==> src/rtl/mips_pkg.sv <==
// Shared state encoding and stream constants for the instruction-memory loader.
// Latency: none (declarations only).
// Backpressure: n/a.
package mips_pkg;

    typedef enum logic [2:0] {
        IDLE   = 3'd0,
        LEN_HI = 3'd1,
        LEN_LO = 3'd2,
        DATA   = 3'd3,
        WRITE  = 3'd4,
        CSUM   = 3'd5,
        DONE   = 3'd6,
        ERR    = 3'd7
    } state_t;

    localparam int LEN_BYTES      = 2;
    localparam int BYTES_PER_WORD = 4;

    // States in which the loader pulls bytes from upstream.
    function automatic logic accepts_bytes(state_t s);
        return (s == LEN_HI) || (s == LEN_LO) || (s == DATA) || (s == CSUM);
    endfunction

    // States that belong to an in-progress load.
    function automatic logic load_active(state_t s);
        return (s == LEN_HI) || (s == LEN_LO) || (s == DATA) || (s == WRITE) || (s == CSUM);
    endfunction

endpackage

==> src/rtl/byte_packer.sv <==
// Packs bytes big-endian into a 32-bit word (first byte lands in [31:24]).
// Latency: word updates the cycle after each shift; word_full is combinational on the 4th shift.
// Backpressure: none of its own; the caller gates shift_en with the transfer handshake.
module byte_packer
    import mips_pkg::*;
(
    input  logic        clk,
    input  logic        rst,
    input  logic        shift_en,
    input  logic        clr,
    input  logic [7:0]  din,
    output logic [31:0] word,
    output logic        word_full
);

    localparam logic [1:0] LAST_BYTE = 2'(BYTES_PER_WORD - 1);

    logic [1:0] cnt;

    assign word_full = shift_en && (cnt == LAST_BYTE);

    // Shift incoming bytes in from the bottom and count them; clr only restarts the count
    // so the completed word stays visible while it is being written.
    always_ff @(posedge clk or negedge rst) begin
        if (!rst) begin
            cnt  <= '0;
            word <= '0;
        end else if (clr) begin
            cnt <= '0;
        end else if (shift_en) begin
            cnt  <= cnt + 2'd1;
            word <= {word[23:0], din};
        end
    end

endmodule

==> src/rtl/imem_loader.sv <==
// Boot loader: length-prefixed byte stream -> 32-bit instruction-memory writes, then releases the CPU.
// Latency: each word is written the cycle after its 4th byte transfers; optional macro IMEM_LOADER_CHECKSUM_EN adds a trailing XOR byte.
// Backpressure: byte_ready is a registered function of state only; it drops during WRITE, IDLE, DONE and ERR.
module imem_loader
    import mips_pkg::*;
#(
    parameter int ADDR_W = 10
) (
    input  logic              clk,
    input  logic              rst,
    input  logic              start,
    input  logic              byte_valid,
    input  logic [7:0]        byte_data,
    output logic              byte_ready,
    output logic              im_we,
    output logic [ADDR_W-1:0] im_addr,
    output logic [31:0]       im_wdata,
    output logic              cpu_run,
    output logic              busy,
    output logic              done,
    output logic              err
);

    // Largest legal word count; compared against the full 16-bit length.
    localparam logic [16:0] CAP = 17'(1) << ADDR_W;

`ifdef IMEM_LOADER_CHECKSUM_EN
    localparam state_t END_ST = CSUM;
`else
    localparam state_t END_ST = DONE;
`endif

    state_t      state;
    state_t      nxt;
    logic        xfer;
    logic        start_ok;
    logic        pk_shift;
    logic        pk_clr;
    logic        pk_full;
    logic [31:0] pk_word;
    logic [7:0]  n_hi;
    logic [15:0] n_len;
    logic [ADDR_W:0] wcnt;
    logic [16:0] len_rx;
    logic [16:0] words_next;

    assign xfer       = byte_valid && byte_ready;
    assign start_ok   = start && ((state == IDLE) || (state == DONE) || (state == ERR));
    assign len_rx     = {1'b0, n_hi, byte_data};
    assign words_next = 17'(wcnt) + 17'd1;
    assign pk_shift   = xfer && (state == DATA);
    assign pk_clr     = start_ok || (state == WRITE);

    assign im_addr  = wcnt[ADDR_W-1:0];
    assign im_wdata = pk_word;

    byte_packer u_packer (
        .clk       (clk),
        .rst       (rst),
        .shift_en  (pk_shift),
        .clr       (pk_clr),
        .din       (byte_data),
        .word      (pk_word),
        .word_full (pk_full)
    );

`ifdef IMEM_LOADER_CHECKSUM_EN
    logic [7:0] csum;

    // Running XOR over data bytes only; length bytes never enter it.
    always_ff @(posedge clk or negedge rst) begin
        if (!rst) begin
            csum <= '0;
        end else if (start_ok) begin
            csum <= '0;
        end else if (pk_shift) begin
            csum <= csum ^ byte_data;
        end
    end
`endif

    // Next-state decode.
    always_comb begin
        nxt = state;
        case (state)
            IDLE, DONE, ERR: begin
                if (start) nxt = LEN_HI;
            end
            LEN_HI: begin
                if (xfer) nxt = LEN_LO;
            end
            LEN_LO: begin
                if (xfer) begin
                    if (len_rx > CAP)          nxt = ERR;
                    else if (len_rx == 17'd0)  nxt = END_ST;
                    else                       nxt = DATA;
                end
            end
            DATA: begin
                if (pk_full) nxt = WRITE;
            end
            WRITE: begin
                if (words_next < {1'b0, n_len}) nxt = DATA;
                else                            nxt = END_ST;
            end
`ifdef IMEM_LOADER_CHECKSUM_EN
            CSUM: begin
                if (xfer) nxt = (byte_data == csum) ? DONE : ERR;
            end
`endif
            default: nxt = IDLE;
        endcase
    end

    // State register with outputs registered from the next state so they track it exactly.
    always_ff @(posedge clk or negedge rst) begin
        if (!rst) begin
            state      <= IDLE;
            byte_ready <= 1'b0;
            im_we      <= 1'b0;
            busy       <= 1'b0;
            cpu_run    <= 1'b0;
            done       <= 1'b0;
            err        <= 1'b0;
        end else begin
            state      <= nxt;
            byte_ready <= accepts_bytes(nxt);
            im_we      <= (nxt == WRITE);
            busy       <= load_active(nxt);
            cpu_run    <= (nxt == DONE);
            done       <= (nxt == DONE);
            err        <= (nxt == ERR);
        end
    end

    // Length capture and word index; the index advances once per WRITE cycle.
    always_ff @(posedge clk or negedge rst) begin
        if (!rst) begin
            n_hi  <= '0;
            n_len <= '0;
            wcnt  <= '0;
        end else if (start_ok) begin
            n_hi  <= '0;
            n_len <= '0;
            wcnt  <= '0;
        end else begin
            if (xfer && (state == LEN_HI)) n_hi  <= byte_data;
            if (xfer && (state == LEN_LO)) n_len <= {n_hi, byte_data};
            if (state == WRITE)            wcnt  <= words_next[ADDR_W:0];
        end
    end

endmodule

==> config.mk <==
export PLATFORM = sky130hd
export DESIGN_NAME = imem_loader
export DESIGN_NICKNAME = d
export VERILOG_FILES = /design/src/rtl/mips_pkg.sv /design/src/rtl/byte_packer.sv /design/src/rtl/imem_loader.sv
export SDC_FILE = /design/constraint.sdc
export NUM_CORES = 1
export LEC_CHECK = 0
export ABC_AREA = 0
export ABC_CLOCK_PERIOD_IN_PS = 7950
export CAP_MARGIN = 10
export CORE_ASPECT_RATIO = 0.6
export CORE_UTILIZATION = 58
export CTS_CLUSTER_SIZE = 16
export DETAILED_ROUTE_END_ITERATION = 10
export GPL_ROUTABILITY_DRIVEN = 0
export PLACE_DENSITY = 0.94
export SLEW_MARGIN = 10
export SYNTH_ARGS = -nofsm -noshare
export SYNTH_HDL_FRONTEND = slang
export SYNTH_HIERARCHICAL = 1
export SYNTH_SLANG_ARGS = --single-unit
==> constraint.sdc <==
create_clock -name clk -period 7.95 [get_ports clk]
set_clock_uncertainty 0.1 [all_clocks]
set_input_delay 1.59 -clock clk [delete_from_list [all_inputs] [get_ports clk]]
set_output_delay 1.59 -clock clk [all_outputs]
set_load 0.01 [all_outputs]
Word level (Yosys, flattened, before mapping)
Cells that the tools add are included.

word-level totals
  input port bits = 12
  output and inout bits = 48
  logic and storage cells = 68
  register bits = 77

cells by class
  add/sub/neg operators = 2
  magnitude comparators = 2
  bitwise gates (word level) = 1
  multiplexer cells = 16
  equal/unequal tests = 14
  reductions and logical operators = 22

operators with widths
  kind                     count
  $mux W16                 2
  $mux W11                 2
  $eq A3 B3 Y1 const B     7
  $mux W3                  7
  $logic_not A17 Y1        1
  $gt A16 B11 Y1 const B   1
  $lt A12 B16 Y1           1
  $mux W8                  2
  $pmux W3 S5              1
  $add A11 B1 Y12 const B  1
  $eq A3 B2 Y1 const B     4
  $logic_or A1 B1 Y1       8
  $reduce_bool A2 Y1       4
  $eq A3 B1 Y1 const B     2
  $logic_and A1 B1 Y1      6
  $mux W2                  2
  $logic_not A3 Y1         1
  $reduce_or A3 Y1         1
  $add A2 B1 Y2 const B    1
  $eq A2 B2 Y1 const B     1
  $reduce_and A2 Y1        1
  $not A1 Y1               1

Logic depth before layout (Yosys ltp)
  depth in word-level cells = 10
  gate-level depth with buffers = 14

Hierarchy
Netlist, hierarchy kept.

modules (own cells, without submodules)
  module       area each (um^2)  cells an instance  times used  seq. area each (um^2)
  imem_loader  2457.4            252                1           1076.0
  byte_packer  1455.1            77                 1           850.8

Least setup slack after synthesis
OpenSTA, ideal clock, no wires.

  path kind = in2reg
  start point = input port byte_valid
  end point = register busy
  path slack = 4710 ps
  stages on the path = 10
  arrival time = 3017 ps
  setup time = 124 ps
  cell sequence = nand3_1 nor2_1 and2_2 nor2b_1 o221ai_1 a2bb2oi_1 o311ai_1 nand2_1 inv_2 o31a_1

on the way
  longest elaborated chain between the ends = 10
  elaborated cells on any way between the ends = 16
  those cells by class = eq/ne (5); mux (4); reduce/logical (7)

ends and longest elaborated chain
  item                                          line                source
  start: declaration                            imem_loader.sv:12   input logic byte_valid,
  $logic_and A1 B1 Y1 *                         imem_loader.sv:47   assign xfer = byte_valid && byte_ready;
  $logic_and A1 B1 Y1 *                         imem_loader.sv:51   assign pk_shift = xfer && (state == DATA);
  net pk_shift                                  imem_loader.sv:37   logic pk_shift;
  $logic_and A1 B1 Y1 *                         byte_packer.sv:20   assign word_full = shift_en && (cnt == LAST_BYTE);
  net pk_full                                   imem_loader.sv:39   logic pk_full;
  $mux W3 *                                     imem_loader.sv:100  if (pk_full) nxt = WRITE;
  $pmux W3 S5 *                                 imem_loader.sv:85   case (state)
  net nxt[0]                                    imem_loader.sv:34   state_t nxt;
  $eq A3 B1 Y1 or $eq A3 B2 Y1 (tied branches)  mips_pkg.sv:27      return (s == LEN_HI) || (s == LEN_LO) || (s == DATA) || (s == WRITE) || (s == CSUM);
  $logic_or A1 B1 Y1 (3 in series)              mips_pkg.sv:27
  $logic_or A1 B1 Y1 *                          mips_pkg.sv:27
  end signal: assignment                        imem_loader.sv:129  busy <= load_active(nxt);
  end: declaration                              imem_loader.sv:19   output logic busy,

Mark *: on every way through the listed nets, which the timed path passes. The rest lies on a longest branch.
A chain may end at the register's enable or synchronous reset.

Worst setup path in the final report
  start point = input port start
  end point = register u_packer.word[18]

on the way
  longest elaborated chain between the ends = 4

ends and longest elaborated chain
  item                                line               source
  start: declaration                  imem_loader.sv:11  input logic start,
  $logic_and A1 B1 Y1                 imem_loader.sv:48  assign start_ok = start && ((state == IDLE) || (state == DONE) || (state == ERR));
  $logic_or A1 B1 Y1                  imem_loader.sv:52  assign pk_clr = start_ok || (state == WRITE);
  net pk_clr                          imem_loader.sv:38  logic pk_clr;
  $not A1 Y1 (no source line)         --
  $reduce_and A2 Y1 (no source line)  --
  end signal: assignment              byte_packer.sv:32  word <= {word[23:0], din};
  end: declaration                    byte_packer.sv:12  output logic [31:0] word,

The timed path passes the listed nets, and every way through them passes these cells.

==> flow_summary.yaml <==
status:
  status: "complete, no violations"
placed_design:
  post-place-ws_ns: 3.52
  port_buffers: 59
  dp.final_hpwl_mm: 5.34
clock_tree:
  ctsResizeCount: 0
  cts_tree: "built"
  path_clk_slew_ns: 0.09
  cts-htree-levels: 3
  post_cts_buffers: 0
  cts_sinks: 77
  insertion_delay_ns: 0.35
  cts_buffers: 9
  ctsHoldBuffers: 0
  cts_root_buf: "clkbuf_8"
  clockBufferDepth: 2
synthesis:
  netlist.area_leader.share: 0.492
  synthAdderAreaFrac: 0.0416
  yosys.area_share.simple: 0.116
  yosysMostFrequentCell: "dfrtp_1"
  ys_ff_latch: 77
  ys.flop_type: "dfrtp_1"
  yosys_warnings: 6
  synth_cell_types: 50
  synth_edf_count: 0
  async_flop_share: 1.00
  ys_top_cells_by_area: "dfrtp_1, mux2_4, mux2i_1"
  avgSynthCellArea_um2: 11.9
  synth_seq_area_share: 0.492
  synth_top_area_cell: "dfrtp_1"
  syn_inst: 329
  syn_area_mm2: 0.00391
  synth_top_family_by_area: "multiplexers"
  synth_compound_area_frac: 0.0592
  synth_xor_area_frac: 0.0313
  synthMuxAreaShare: 0.190
  syn_nets: 354
  synthTopCellsByCount: "dfrtp_1, nor2_1, mux2_4"
global_route:
  antenna_found_initial: 0
  grt-ovfl-total: 0
  grt_pass1_wl_mm: 12.6
  grt_usage: 0.239
  grt_max_degree: 78
  grt_pass1_vias: 2547
routing:
  highest_layer: "met4"
  vias: 2576
  wl_met2_mm: 3.31
  drt_iter0_drc: 174
  drt.antenna.violating_nets: 0
  dr.pass1.iters: 4
  wl_met1_mm: 3.61
  viasPerCell: 5.53
  wl_mm: 7.54
  post_drt_wl_per_cell_um: 16.2
  drc: 0
  wl_met3_um: 534
die:
  num_io_pins: 60
  dieArea_mm2: 0.00709
  rows: 22
  core_mm2: 0.00630
  die_h_um: 65.6
  die_w_um: 108
  initial_utilization: 0.621
critical_path:
  r2r-end: "busy$_DFF_PN0_"
  cp_num_buf_inv: 2
  critPathRequiredTime_ns: 8.10
  cp_data_arrival_time_ns: 4.20
  rr_startpoint: "wcnt[2]$_DFFE_PN0P_"
  slowest_delay_ns: 1.00
  path_cells: "clkdlybuf4s50_1 > a21boi_2 > buf_4 > nand2b_1 > nor2b_4 > mux2_2"
  start_kind: "primary input"
  worst_r2r_path_depth: 13
  worstSetupPathType: "primary input to register"
  crit_family: "simple AND/OR/NAND/NOR gates"
  reg2reg_setup_slack_ns: 4.69
  cp_slowest_cell: "nor2b_4"
  cp-end-kind: "register"
  cp_max_fo: 32
final_layout:
  area_delta_synth_final_pct: 17.2
  drive_gt1_frac: 0.152
  antenna-diode-count: 0
  final_nets: 402
  fin_util: 0.728
sta:
  rsz0062_at_grt: "false"
  final.period_utilization: 0.510
  fin_setup_tns_ns: 0
  worstMarginPinSlew_ns: 1.24
  layout_setup_ws_ns: 3.89
  max_clock_freq_mhz: 247
  setup_violations: 0
  min_period_ns: 4.06
  slew_viol_final: 0
  relSlewSlack: 0.171
  hold_violations: 0
pwr:
  p_sw_frac: 0.352
  finalPower_mw: 1.66
  powerDensity_mw_per_mm2: 363
  internal_power_mw: 1.08
  combPwrFrac: 0.434
  power_frac_clock: 0.166
  p_leak_nw: 2.07
  p_sw_mw: 0.585
  p_seq_frac: 0.400
  ir_drop_uv: 184
min_path:
  hold_end: "u_packer/word[28]$_DFFE_PN0P_"
  worstHoldStart: "u_packer/word[28]$_DFFE_PN0P_"
  hold_path.class: "register to register"
  whs_path_depth: 1
job:
  maxCapViolations: 0
[final cells by class]
class                   count  area (µm²)
inverters                  15        56.3
repair buffers             61         603
flip-flops and latches     77        1930
multi-input cells         213        1710
clock inverters             7        57.6
fillers                   451        1720
clock buffers               9         124
well taps                  84         105
[cells by family after synthesis]
kind of cell,after synthesis
DFF,77
adders and majority gates,13
xor gates and xnor gates,14
buffers and inverters,39
and+or+nand+nor,94
muxes,59
AOI/OAI and AO/OA,33
[state kept, by name, indices dropped and copies added (netlist names)]
signal,count
n_hi,8
busy,1
err,1
n_len,16
u_packer/word,32
done,1
byte_ready,1
state,3
im_we,1
u_packer/cnt,2
wcnt,11
[power groups by stage]
| stage | clock network (mW) | registers [mW] | logic (mW) |
|---|---|---|---|
| after floorplan | 0 | 0.671 | 0.464 |
| after global placement | 0 | 0.664 | 0.694 |
| after detailed placement | 0 | 0.671 | 0.723 |
| after CTS | 0.281 | 0.665 | 0.727 |
| after global routing | 0.302 | 0.686 | 0.790 |
| final | 0.276 | 0.666 | 0.723 |
[placed cells by master (no fill, tap or decap), types with 3 or more instances in the layout]
cell type,synthesis,final
nand2_1,20,20
mux2_4,30,30
clkdlybuf4s50_1,0,58
o21ai_0,7,7
mux2i_1,27,27
o31ai_1,3,3
nor2_1,39,39
nor3_1,3,3
or3_1,3,3
inv_1,14,14
nand2b_1,4,4
xor2_1,6,6
and3_1,5,5
clkbuf_8,0,9
xnor2_1,8,8
a21oi_1,5,5
nand3_1,7,7
dfrtp_1,77,77
ha_1,13,13
buf_4,12,3
[through the flow]
stage	cell area [µm²]	std cells	hold slack, ns
3_3_place_gp	4410	450	0.397
3_5_place_dp	4410	450	0.398
5_1_grt	4590	466	0.425
2_1_floorplan	3910	329	0.377
4_1_cts	4590	466	0.421
6_report	4590	466	0.421
[worst max path at each step]
stage | to | startpoint | depth (start not counted) | slack [ns]
after floorplan | busy$_DFF_PN0_ | byte_valid | 10 | 4.71
after global placement | u_packer/word[18]$_DFFE_PN0P_ | start | 6 | 3.61
after detailed placement | u_packer/word[19]$_DFFE_PN0P_ | start | 6 | 3.52
after CTS | u_packer/word[19]$_DFFE_PN0P_ | start | 6 | 3.92
after global routing | u_packer/word[18]$_DFFE_PN0P_ | start | 6 | 3.78
final | u_packer/word[18]$_DFFE_PN0P_ | start | 6 | 3.89
[routing by layer]
layer,up-vias,global-route usage
met5,-,0
met4,0,0.0753
met3,10,0.0704
met2,92,0.351
met1,1258,0.340
li1,1216,-
[worst reg2reg max path: stages, from the launching register on]
cell      delay [ns]
dfrtp_1         0.45
nand3_1         0.18
nor2_1          0.33
and3_1          0.23
and3_1          0.22
xor2_1          0.09
ha_1            0.30
nand4_1         0.13
o21bai_1        0.18
o22ai_1         0.27
o311ai_1        0.22
nand2_1         0.15
inv_2           0.04
o31a_1          0.26
Power figures use the tool's default switching activity.
